--- src/rtl/mul_div_unit_pkg.sv ---
// Shared types for the RV32M multiply/divide unit: operation encoding (funct3 order)
// and the integration word type.
package mul_div_unit_pkg;

  localparam int unsigned XLEN = 32;

  typedef logic [XLEN-1:0] word_t;

  typedef enum logic [2:0] {
    mul_mul    = 3'b000,
    mul_mulh   = 3'b001,
    mul_mulhsu = 3'b010,
    mul_mulhu  = 3'b011,
    mul_div    = 3'b100,
    mul_divu   = 3'b101,
    mul_rem    = 3'b110,
    mul_remu   = 3'b111
  } mul_fn_t;

  function automatic logic fn_is_div(input mul_fn_t f);
    return (f == mul_div) || (f == mul_divu) || (f == mul_rem) || (f == mul_remu);
  endfunction

  function automatic logic fn_is_rem(input mul_fn_t f);
    return (f == mul_rem) || (f == mul_remu);
  endfunction

endpackage

--- src/rtl/mul_div_unit.sv ---
// Iterative RV32M multiply/divide unit, one result bit per cycle, valid/ready in, valid/ack out.
// Optional feature macro: MUL_DIV_FAST_MUL_EN selects a single-cycle multiplier for multiplies.
module mul_div_unit
  import mul_div_unit_pkg::*;
#(
  parameter int unsigned WIDTH = 32
) (
  input  logic             clk,
  input  logic             reset,
  input  logic             valid_i,
  output logic             ready_o,
  input  mul_fn_t          fn,
  input  logic [WIDTH-1:0] a,
  input  logic [WIDTH-1:0] b,
  output logic             valid_o,
  input  logic             ack_i,
  output logic [WIDTH-1:0] r
);

  localparam int unsigned      CW         = $clog2(WIDTH);
  localparam logic [CW-1:0]    LAST_COUNT = CW'(WIDTH - 1);
  localparam logic [WIDTH-1:0] MOST_NEG   = {1'b1, {(WIDTH-1){1'b0}}};

  typedef enum logic [1:0] {IDLE, BUSY, DONE} state_t;

  state_t             state_q, state_d;
  mul_fn_t            fn_q;
  logic               neg_q;
  logic [CW-1:0]      count_q;
  logic [2*WIDTH-1:0] acc_q;
  logic [WIDTH-1:0]   operand_q;
  logic [WIDTH-1:0]   r_q;

  logic               is_div, is_rem, a_signed, b_signed, a_neg, b_neg, res_neg;
  logic [WIDTH-1:0]   a_mag, b_mag;
  logic               div_zero, div_ovf, special, skip_busy;
  logic [WIDTH-1:0]   special_r;

  logic [WIDTH:0]     mul_sum, rem_shift;
  logic [WIDTH-1:0]   rem_diff, quo_signed, rem_signed, final_r;
  logic [2*WIDTH-1:0] mul_step, div_step, acc_step, prod_signed;

  assign ready_o = (state_q == IDLE);
  assign valid_o = (state_q == DONE);
  assign r       = r_q;

  always_comb begin
    is_div   = fn_is_div(fn);
    is_rem   = fn_is_rem(fn);
    a_signed = (fn == mul_mulh) || (fn == mul_mulhsu) || (fn == mul_div) || (fn == mul_rem);
    b_signed = (fn == mul_mulh) || (fn == mul_div) || (fn == mul_rem);
    a_neg    = a_signed & a[WIDTH-1];
    b_neg    = b_signed & b[WIDTH-1];
    a_mag    = a_neg ? -a : a;
    b_mag    = b_neg ? -b : b;
    // The remainder follows the dividend; products and quotients follow sign(a)^sign(b).
    res_neg  = is_rem ? a_neg : (a_neg ^ b_neg);

    div_zero = is_div && (b == '0);
    div_ovf  = ((fn == mul_div) || (fn == mul_rem)) && (a == MOST_NEG) && (b == '1);
    special  = div_zero | div_ovf;
    // NOTE: every combinational output gets a default first so no path can infer a latch.
    special_r = '0;
    if (div_zero)     special_r = is_rem ? a : '1;
    else if (div_ovf) special_r = is_rem ? '0 : a;
  end

`ifdef MUL_DIV_FAST_MUL_EN
  logic [2*WIDTH-1:0] fast_prod, fast_signed;
  logic [WIDTH-1:0]   fast_r;
  assign fast_prod   = {{WIDTH{1'b0}}, a_mag} * {{WIDTH{1'b0}}, b_mag};
  assign fast_signed = res_neg ? -fast_prod : fast_prod;
  assign fast_r      = (fn == mul_mul) ? fast_signed[WIDTH-1:0] : fast_signed[2*WIDTH-1:WIDTH];
  assign skip_busy   = special | ~is_div;
`else
  assign skip_busy   = special;
`endif

  // One iteration of either shift-add (multiply) or restoring shift-subtract (divide).
  always_comb begin
    mul_sum   = {1'b0, acc_q[2*WIDTH-1:WIDTH]} + (acc_q[0] ? {1'b0, operand_q} : '0);
    mul_step  = {mul_sum, acc_q[WIDTH-1:1]};
    rem_shift = {acc_q[2*WIDTH-1:WIDTH], acc_q[WIDTH-1]};
    rem_diff  = rem_shift[WIDTH-1:0] - operand_q;
    if (rem_shift >= {1'b0, operand_q}) div_step = {rem_diff, acc_q[WIDTH-2:0], 1'b1};
    else                                div_step = {rem_shift[WIDTH-1:0], acc_q[WIDTH-2:0], 1'b0};
    acc_step    = fn_is_div(fn_q) ? div_step : mul_step;

    prod_signed = neg_q ? -acc_step : acc_step;
    quo_signed  = neg_q ? -acc_step[WIDTH-1:0] : acc_step[WIDTH-1:0];
    rem_signed  = neg_q ? -acc_step[2*WIDTH-1:WIDTH] : acc_step[2*WIDTH-1:WIDTH];
    if (fn_is_div(fn_q))      final_r = fn_is_rem(fn_q) ? rem_signed : quo_signed;
    else if (fn_q == mul_mul) final_r = prod_signed[WIDTH-1:0];
    else                      final_r = prod_signed[2*WIDTH-1:WIDTH];
  end

  always_comb begin
    state_d = state_q;
    case (state_q)
      IDLE:    if (valid_i) state_d = skip_busy ? DONE : BUSY;
      BUSY:    if (count_q == LAST_COUNT) state_d = DONE;
      DONE:    if (ack_i) state_d = IDLE;
      default: state_d = IDLE;
    endcase
  end

  // NOTE: sequential state uses non-blocking assignments so every register samples pre-edge values.
  always_ff @(posedge clk or posedge reset) begin
    if (reset) state_q <= IDLE;
    else       state_q <= state_d;
  end

  always_ff @(posedge clk or posedge reset) begin
    if (reset) begin
      fn_q      <= mul_mul;
      neg_q     <= 1'b0;
      count_q   <= '0;
      acc_q     <= '0;
      operand_q <= '0;
      r_q       <= '0;
    end else begin
      case (state_q)
        IDLE: if (valid_i) begin
          fn_q    <= fn;
          neg_q   <= res_neg;
          count_q <= '0;
          if (is_div) begin
            acc_q     <= {{WIDTH{1'b0}}, a_mag};
            operand_q <= b_mag;
          end else begin
            acc_q     <= {{WIDTH{1'b0}}, b_mag};
            operand_q <= a_mag;
          end
          if (special) r_q <= special_r;
`ifdef MUL_DIV_FAST_MUL_EN
          else if (!is_div) r_q <= fast_r;
`endif
        end
        BUSY: begin
          acc_q   <= acc_step;
          count_q <= count_q + CW'(1);
          if (count_q == LAST_COUNT) r_q <= final_r;
        end
        default: ;
      endcase
    end
  end

endmodule

--- config.mk ---
export PLATFORM = sky130hd
export DESIGN_NAME = mul_div_unit
export DESIGN_NICKNAME = d
export VERILOG_FILES = /design/src/rtl/mul_div_unit_pkg.sv /design/src/rtl/mul_div_unit.sv
export SDC_FILE = /design/constraint.sdc
export NUM_CORES = 1
export LEC_CHECK = 0
export ABC_CLOCK_PERIOD_IN_PS = 5150
export BUFFER_PORTS_ARGS = -buffer_cell sky130_fd_sc_hd__buf_2
export CORE_MARGIN = 2
export CORE_UTILIZATION = 50
export CTS_BUF_LIST = sky130_fd_sc_hd__clkbuf_2 sky130_fd_sc_hd__clkbuf_4 sky130_fd_sc_hd__clkbuf_8
export CTS_CLUSTER_SIZE = 24
export DETAILED_ROUTE_END_ITERATION = 12
export PLACE_DENSITY = 0.8
export SLEW_MARGIN = 25
export SYNTH_ARGS = -nofsm -noshare
export SYNTH_HDL_FRONTEND = slang
export SYNTH_SLANG_ARGS = --single-unit
--- constraint.sdc ---
create_clock -name clk -period 5.15 [get_ports clk]
set_input_delay 0.2575 -clock clk [delete_from_list [all_inputs] [get_ports clk]]
set_output_delay 0.2575 -clock clk [all_outputs]
set_load 0.005 [all_outputs]
After elaboration in Yosys (flattened, before gate mapping)
Index checks and enable logic that the tools add are counted.

Bits in read-only memories: 0. Bits in latches: 0. RAM bits: 0. Memories kept: 0. Output and inout port bits: 34. Register bits after elaboration: 139. Logic and storage cells: 95.

Bitwise logic cells: 4. Div/mod/pow operators: 0. Multiplexer cells: 31. Shift-type cells: 0. Add/subtract/negate cells: 8. Multiply operators: 0. Reduce and logical (&&, ||, !) cells: 25. Order comparisons: 1. Equality and inequality tests: 19.

Operator list (number): 32-bit two-way mux (17); 64-bit two-way mux (4); 32-bit negation (4); 64-bit one-hot mux with 2 select lines (1); 32-bit == test (second input constant) (2); 64-bit negation (1); 32-bit one-hot mux with 2 select lines (1); 32-bit by 32-bit adder with 33-bit output (1); 33-bit by 32-bit >= comparator with 1-bit output (1); 32-bit zero test (1); 32-bit subtractor (1); 3-bit == test (second input constant) (8); 1-bit logical OR (14); 5-bit one-hot mux with 2 select lines (1); 2-bit two-way mux (4); 2-bit one-hot mux with 3 select lines (1); 5-bit by 1-bit adder with 5-bit output (second input constant) (1); 5-bit == test (second input constant) (1); 5-bit two-way mux (1); 2-bit by 1-bit != test with 1-bit output (second input constant) (2); 2-bit != test (second input constant) (2); 2-bit AND reduction (2); 4-bit AND reduction (1); 3-bit by 1-bit == test with 1-bit output (second input constant) (1); 12 further kinds (15).

Logic depth before layout (Yosys ltp)
Depth after elaboration: 11. Gate-level depth with buffers: 25. Gate-level depth less buffers: 21.

Worst setup path after synthesis
OpenSTA, ideal clock, no wires.

Path type: flip-flop to flip-flop. Start: register acc_q[49]. End: register r_q[14], in the netlist r[14]. Slack: -0.120 ns. Period minus slack after synthesis: 5.270 ns. Buffers on the path: 3. Arrival time: 5.166 ns. Cell stages (with the launch flop): 23. Required time: 5.046 ns. Setup time: 0.104 ns. Cell sequence: dfrtp_1 > ha_1 > buf_2 > a21o_1 > a31o_2 > a2111oi_2 > o311a_2 > o211a_2 > buf_6 > buf_2 > nand2_1 > o21ai_0 > ha_1 > or3b_2 > nor2_1 > nand3_1 > or2_2 > nor4_1 > nand2b_1 > nor2_1 > o21a_1 > a221o_1 > a221oi_1.

Cells in the longest elaborated chain, start to end: 9.

Ends and longest elaborated chain: from (decl) (line mul_div_unit.sv:30) `logic [2*WIDTH-1:0] acc_q;`; from (signal assigned) (line mul_div_unit.sv:128) `acc_q <= {{WIDTH{1'b0}}, a_mag};`; from (signal assigned) (line mul_div_unit.sv:131) `acc_q <= {{WIDTH{1'b0}}, b_mag};`; from (signal assigned) (line mul_div_unit.sv:140) `acc_q <= acc_step;`; 33-bit by 32-bit >= comparator with 1-bit output (*) (line mul_div_unit.sv:85) `if (rem_shift >= {1'b0, operand_q}) div_step = {rem_diff, acc_q[WIDTH-2:0], 1'b1};`; 64-bit two-way mux (*) (line mul_div_unit.sv:85); 64-bit two-way mux (*) (line mul_div_unit.sv:87) `acc_step = fn_is_div(fn_q) ? div_step : mul_step;`; 64-bit negation (tied with other cells) (line mul_div_unit.sv:89) `prod_signed = neg_q ? -acc_step : acc_step;`; 64-bit two-way mux (tied with other cells) (line mul_div_unit.sv:89); 32-bit two-way mux (on tied branches) (line mul_div_unit.sv:93, mul_div_unit.sv:92); 32-bit two-way mux (*) (line mul_div_unit.sv:92) `if (fn_is_div(fn_q)) final_r = fn_is_rem(fn_q) ? rem_signed : quo_signed;`; 32-bit two-way mux (*) (line mul_div_unit.sv:142) `if (count_q == LAST_COUNT) r_q <= final_r;`; 32-bit one-hot mux with 2 select lines (*) (line mul_div_unit.sv:122) `case (state_q)`; to (signal assigned) (line mul_div_unit.sv:134) `if (special) r_q <= special_r;`; to (signal assigned) (line mul_div_unit.sv:142); to (decl) (line mul_div_unit.sv:32) `logic [WIDTH-1:0] r_q;`.

Mark *: on every way between the ends. The rest lies on a longest branch, timed or not. The select of a mux whose other input is x is not followed. A chain may end at the register's enable or synchronous reset.

Final worst setup path
Start: register operand_q[6]. End: register r_q[28], in the netlist r[28].

Cells in the longest elaborated chain, start to end: 9.

Ends and longest elaborated chain: from (decl) (line mul_div_unit.sv:31) `logic [WIDTH-1:0] operand_q;`; from (signal assigned) (line mul_div_unit.sv:129) `operand_q <= b_mag;`; from (signal assigned) (line mul_div_unit.sv:132) `operand_q <= a_mag;`; 32-bit two-way mux (tied with other cells) (line mul_div_unit.sv:81) `mul_sum = {1'b0, acc_q[2*WIDTH-1:WIDTH]} + (acc_q[0] ? {1'b0, operand_q} : '0);`; 32-bit by 32-bit adder with 33-bit output or 64-bit two-way mux (tied branches) (line mul_div_unit.sv:81, mul_div_unit.sv:85); 64-bit two-way mux (*) (line mul_div_unit.sv:87); 64-bit negation (tied with other cells) (line mul_div_unit.sv:89); 64-bit two-way mux (tied with other cells) (line mul_div_unit.sv:89); 32-bit two-way mux (on tied branches) (line mul_div_unit.sv:93, mul_div_unit.sv:92); 32-bit two-way mux (*) (line mul_div_unit.sv:92); 32-bit two-way mux (*) (line mul_div_unit.sv:142); 32-bit one-hot mux with 2 select lines (*) (line mul_div_unit.sv:122).

Marks and branches as above.

==> impl_metrics.py <==
metrics = {
    "run_status": {
        "outcome": "finished, final reports clean",
    },
    "clocking": {
        "cts_buffers": 17,
        "clock-sinks": 139,
        "clk_latency_ns": 0.49,
        "clock-root-buffer": "clkbuf_8",
        "cts_tree": "built",
        "clk_pin_slew_ns": 0.10,
        "clk_path_buf_depth": 2,
        "cts.htree.levels": 4,
    },
    "logic_synthesis": {
        "syn_nets": 2267,
        "synth-edff-count": 0,
        "synthCells": 2123,
        "yosys_warnings": 0,
        "yosysSeqAreaShare": 0.224,
        "async_reset_ff_frac": 1.00,
        "syn_area_per_cell_sq_um": 7.30,
        "synth_ff_type": "dfrtp_1",
        "synth_area_sq_um": 15500,
        "ys_ff_latch": 139,
        "synth_cell_types": 89,
    },
    "min_path": {
        "hp-class": "input pin to register",
        "min-delay-start": "valid_i",
        "hold_depth": 2,
        "holdPathEnd": "count_q[3]",
    },
    "timing": {
        "setup_violations": 0,
        "hold_slack_ns": 0.0420,
        "slew_violations": 0,
        "fin_skew_ns": 0.0219,
        "hold_viol_final": 0,
        "period_share": 0.977,
        "max_slew_margin": 0.254,
        "finalCriticalPeriod_ns": 5.03,
        "worst_pin_slew_ns": 1.11,
        "setup-tns-final_ns": 0,
        "max_clock_freq_mhz": 199,
    },
    "setup_path": {
        "crit_buf_inv": 3,
        "critical_path_arrival_ns": 5.41,
        "timing.rr.end": "r[28]",
        "crit_family": "simple AND/OR/NAND/NOR gates",
        "crit_type": "register to register",
        "crit_path_end_kind": "register",
        "rrSetupSlack_ns": 0.12,
        "worstPathMaxFanout": 18,
        "start_kind": "register",
        "path_cells": "inv_1, ha_1, nand4_1, or4_4, or4_4, o311a_4, buf_4, o211ai_2, buf_12, mux2i_1, mux2i_1, or4_4, or4_4, o31ai_4, xnor2_1, a221oi_2, a21oi_1",
        "worstPathRequired_ns": 5.53,
        "cpMaxStageDelayCell": "or4_4",
        "cp_common_cell": "or4_4",
        "reg2reg_depth": 17,
        "critPathMaxStageDelay_ns": 0.60,
        "r2r-start": "operand_q[6]",
    },
    "flow_run": {
        "drv_cap": 0,
    },
    "placement": {
        "hpwl_mm": 50.7,
        "gp_congestion": 1.11,
        "port_buffers": 104,
    },
    "cells_and_area": {
        "antenna_cells": 0,
        "mostFrequentLayoutCells": "270 x nand2_1, 206 x a21oi_1, 191 x nor2_1",
        "syn_to_final_growth_pct": 15.1,
        "fill_cells": 2861,
        "drive_gt1_frac": 0.164,
        "layout_commonest_cell": "nand2_1",
        "final_nets": 2411,
    },
    "routing": {
        "drtPass1Iterations": 8,
        "routed_wl_mm": 64.1,
        "drtIter0Drc": 2567,
        "ant_nets": 0,
        "avgRoutedWirePerCell_microns": 23.9,
        "vias": 17900,
        "drc": 0,
        "via_per_inst": 6.68,
    },
    "floorplanning": {
        "initial_utilization": 0.507,
        "fp-row-count": 64,
        "core_area_sq_um": 30600,
        "chipWidth_microns": 180,
        "die_area_sq_um": 32400,
        "io_pins": 105,
        "dieHeight_microns": 180,
    },
    "global_route": {
        "grt_overflow_total": 0,
        "track_usage": 0.384,
        "grt_max_degree": 105,
        "antenna_found_initial": 4,
        "grt_pass1_wl_mm": 97.1,
        "grt_pass1_vias": 16300,
    },
}
-- worst max-delay path by stage --
stage | end | startpoint | cells past startpoint | slack (ns)
floorplan | r[6] | fn_q[2] | 22 | -0.01
global placement | r[0] | operand_q[12] | 21 | 0.10
detailed placement | r[26] | acc_q[52] | 19 | -0.06
CTS | r[21] | acc_q[52] | 18 | 0.02
global route | r[31] | operand_q[11] | 19 | -0.009
finish | r[28] | operand_q[6] | 17 | 0.12
-- what timing repair did --
action,CTS,global route
pin swaps,1,10
resized for setup,10,48
endpoints found under the hold margin,82,0
buffers inserted,0,4
endpoints found under the setup margin,9,29
hold buffers,2,0
-- cell type report --
cell class | instances | area [sq um] | share of cell area
Multi-Input combinational cell | 1777 | 11500 | 0.643
Sequential cell | 139 | 3480 | 0.195
Timing Repair Buffer | 257 | 1710 | 0.0955
Tap cell | 396 | 495 | 0.0278
Inverter | 75 | 287 | 0.0160
Clock buffer | 17 | 234 | 0.0131
Clock inverter | 15 | 163 | 0.00911
-- cell usage after synthesis, types with 26 or more instances --
library cell / count / area share
nor3_1: 53 / 0.017
nand2_1: 272 / 0.066
and2_1: 44 / 0.018
mux2i_1: 53 / 0.034
o221ai_1: 34 / 0.019
xor2_1: 78 / 0.044
dfrtp_1: 139 / 0.22
a31oi_1: 26 / 0.010
nor2_1: 194 / 0.047
nand4_1: 29 / 0.012
a21oi_1: 212 / 0.068
o31ai_1: 27 / 0.013
a21o_1: 26 / 0.013
clkbuf_1: 105 / 0.025
nand3_1: 26 / 0.0084
inv_1: 75 / 0.018
ha_1: 71 / 0.057
o21ai_0: 192 / 0.062
xnor2_1: 85 / 0.048
-- sequential cells by signal (all words and copies together) (netlist names) --
| register | flops |
|---|---|
| fn_q | 3 |
| operand_q | 32 |
| neg_q | 1 |
| count_q | 5 |
| r | 32 |
| state_q | 2 |
| acc_q | 64 |
-- metal layers --
layer / routed length (microns) / global-route usage / up-vias
li1: - / - / 8063
met1: 25200 / 0.496 / 8427
met2: 27700 / 0.590 / 1137
met3: 6520 / 0.0782 / 252
met4: 4610 / 0.238 / 6
met5: 33 / 0 / -
-- cell families (layout without fill, tap and decap cells) --
logic type | after synthesis | count (layout) | synth area share
compound gates | 722 | 722 | 0.300
xor+xnor | 163 | 163 | 0.0921
fa+ha+maj | 73 | 73 | 0.0599
buf+inv | 207 | 364 | 0.0524
flops | 139 | 139 | 0.224
mux | 63 | 63 | 0.0415
simple gates | 756 | 756 | 0.229
-- metrics by stage --
step	cells	util	worst slack, ns	area (sq um)
5_1_grt	2676	0.584	-0.00890	17900
3_5_place_dp	2638	0.561	-0.0603	17200
6_report	2676	0.584	0.117	17900
4_1_cts	2672	0.576	0.0208	17600
2_1_floorplan	2123	-	-0.0111	15500
3_3_place_gp	2638	0.561	0.102	17200
Power is not shown: default switching activity piles up to over one toggle a cycle in this logic, so the estimate is an artifact.
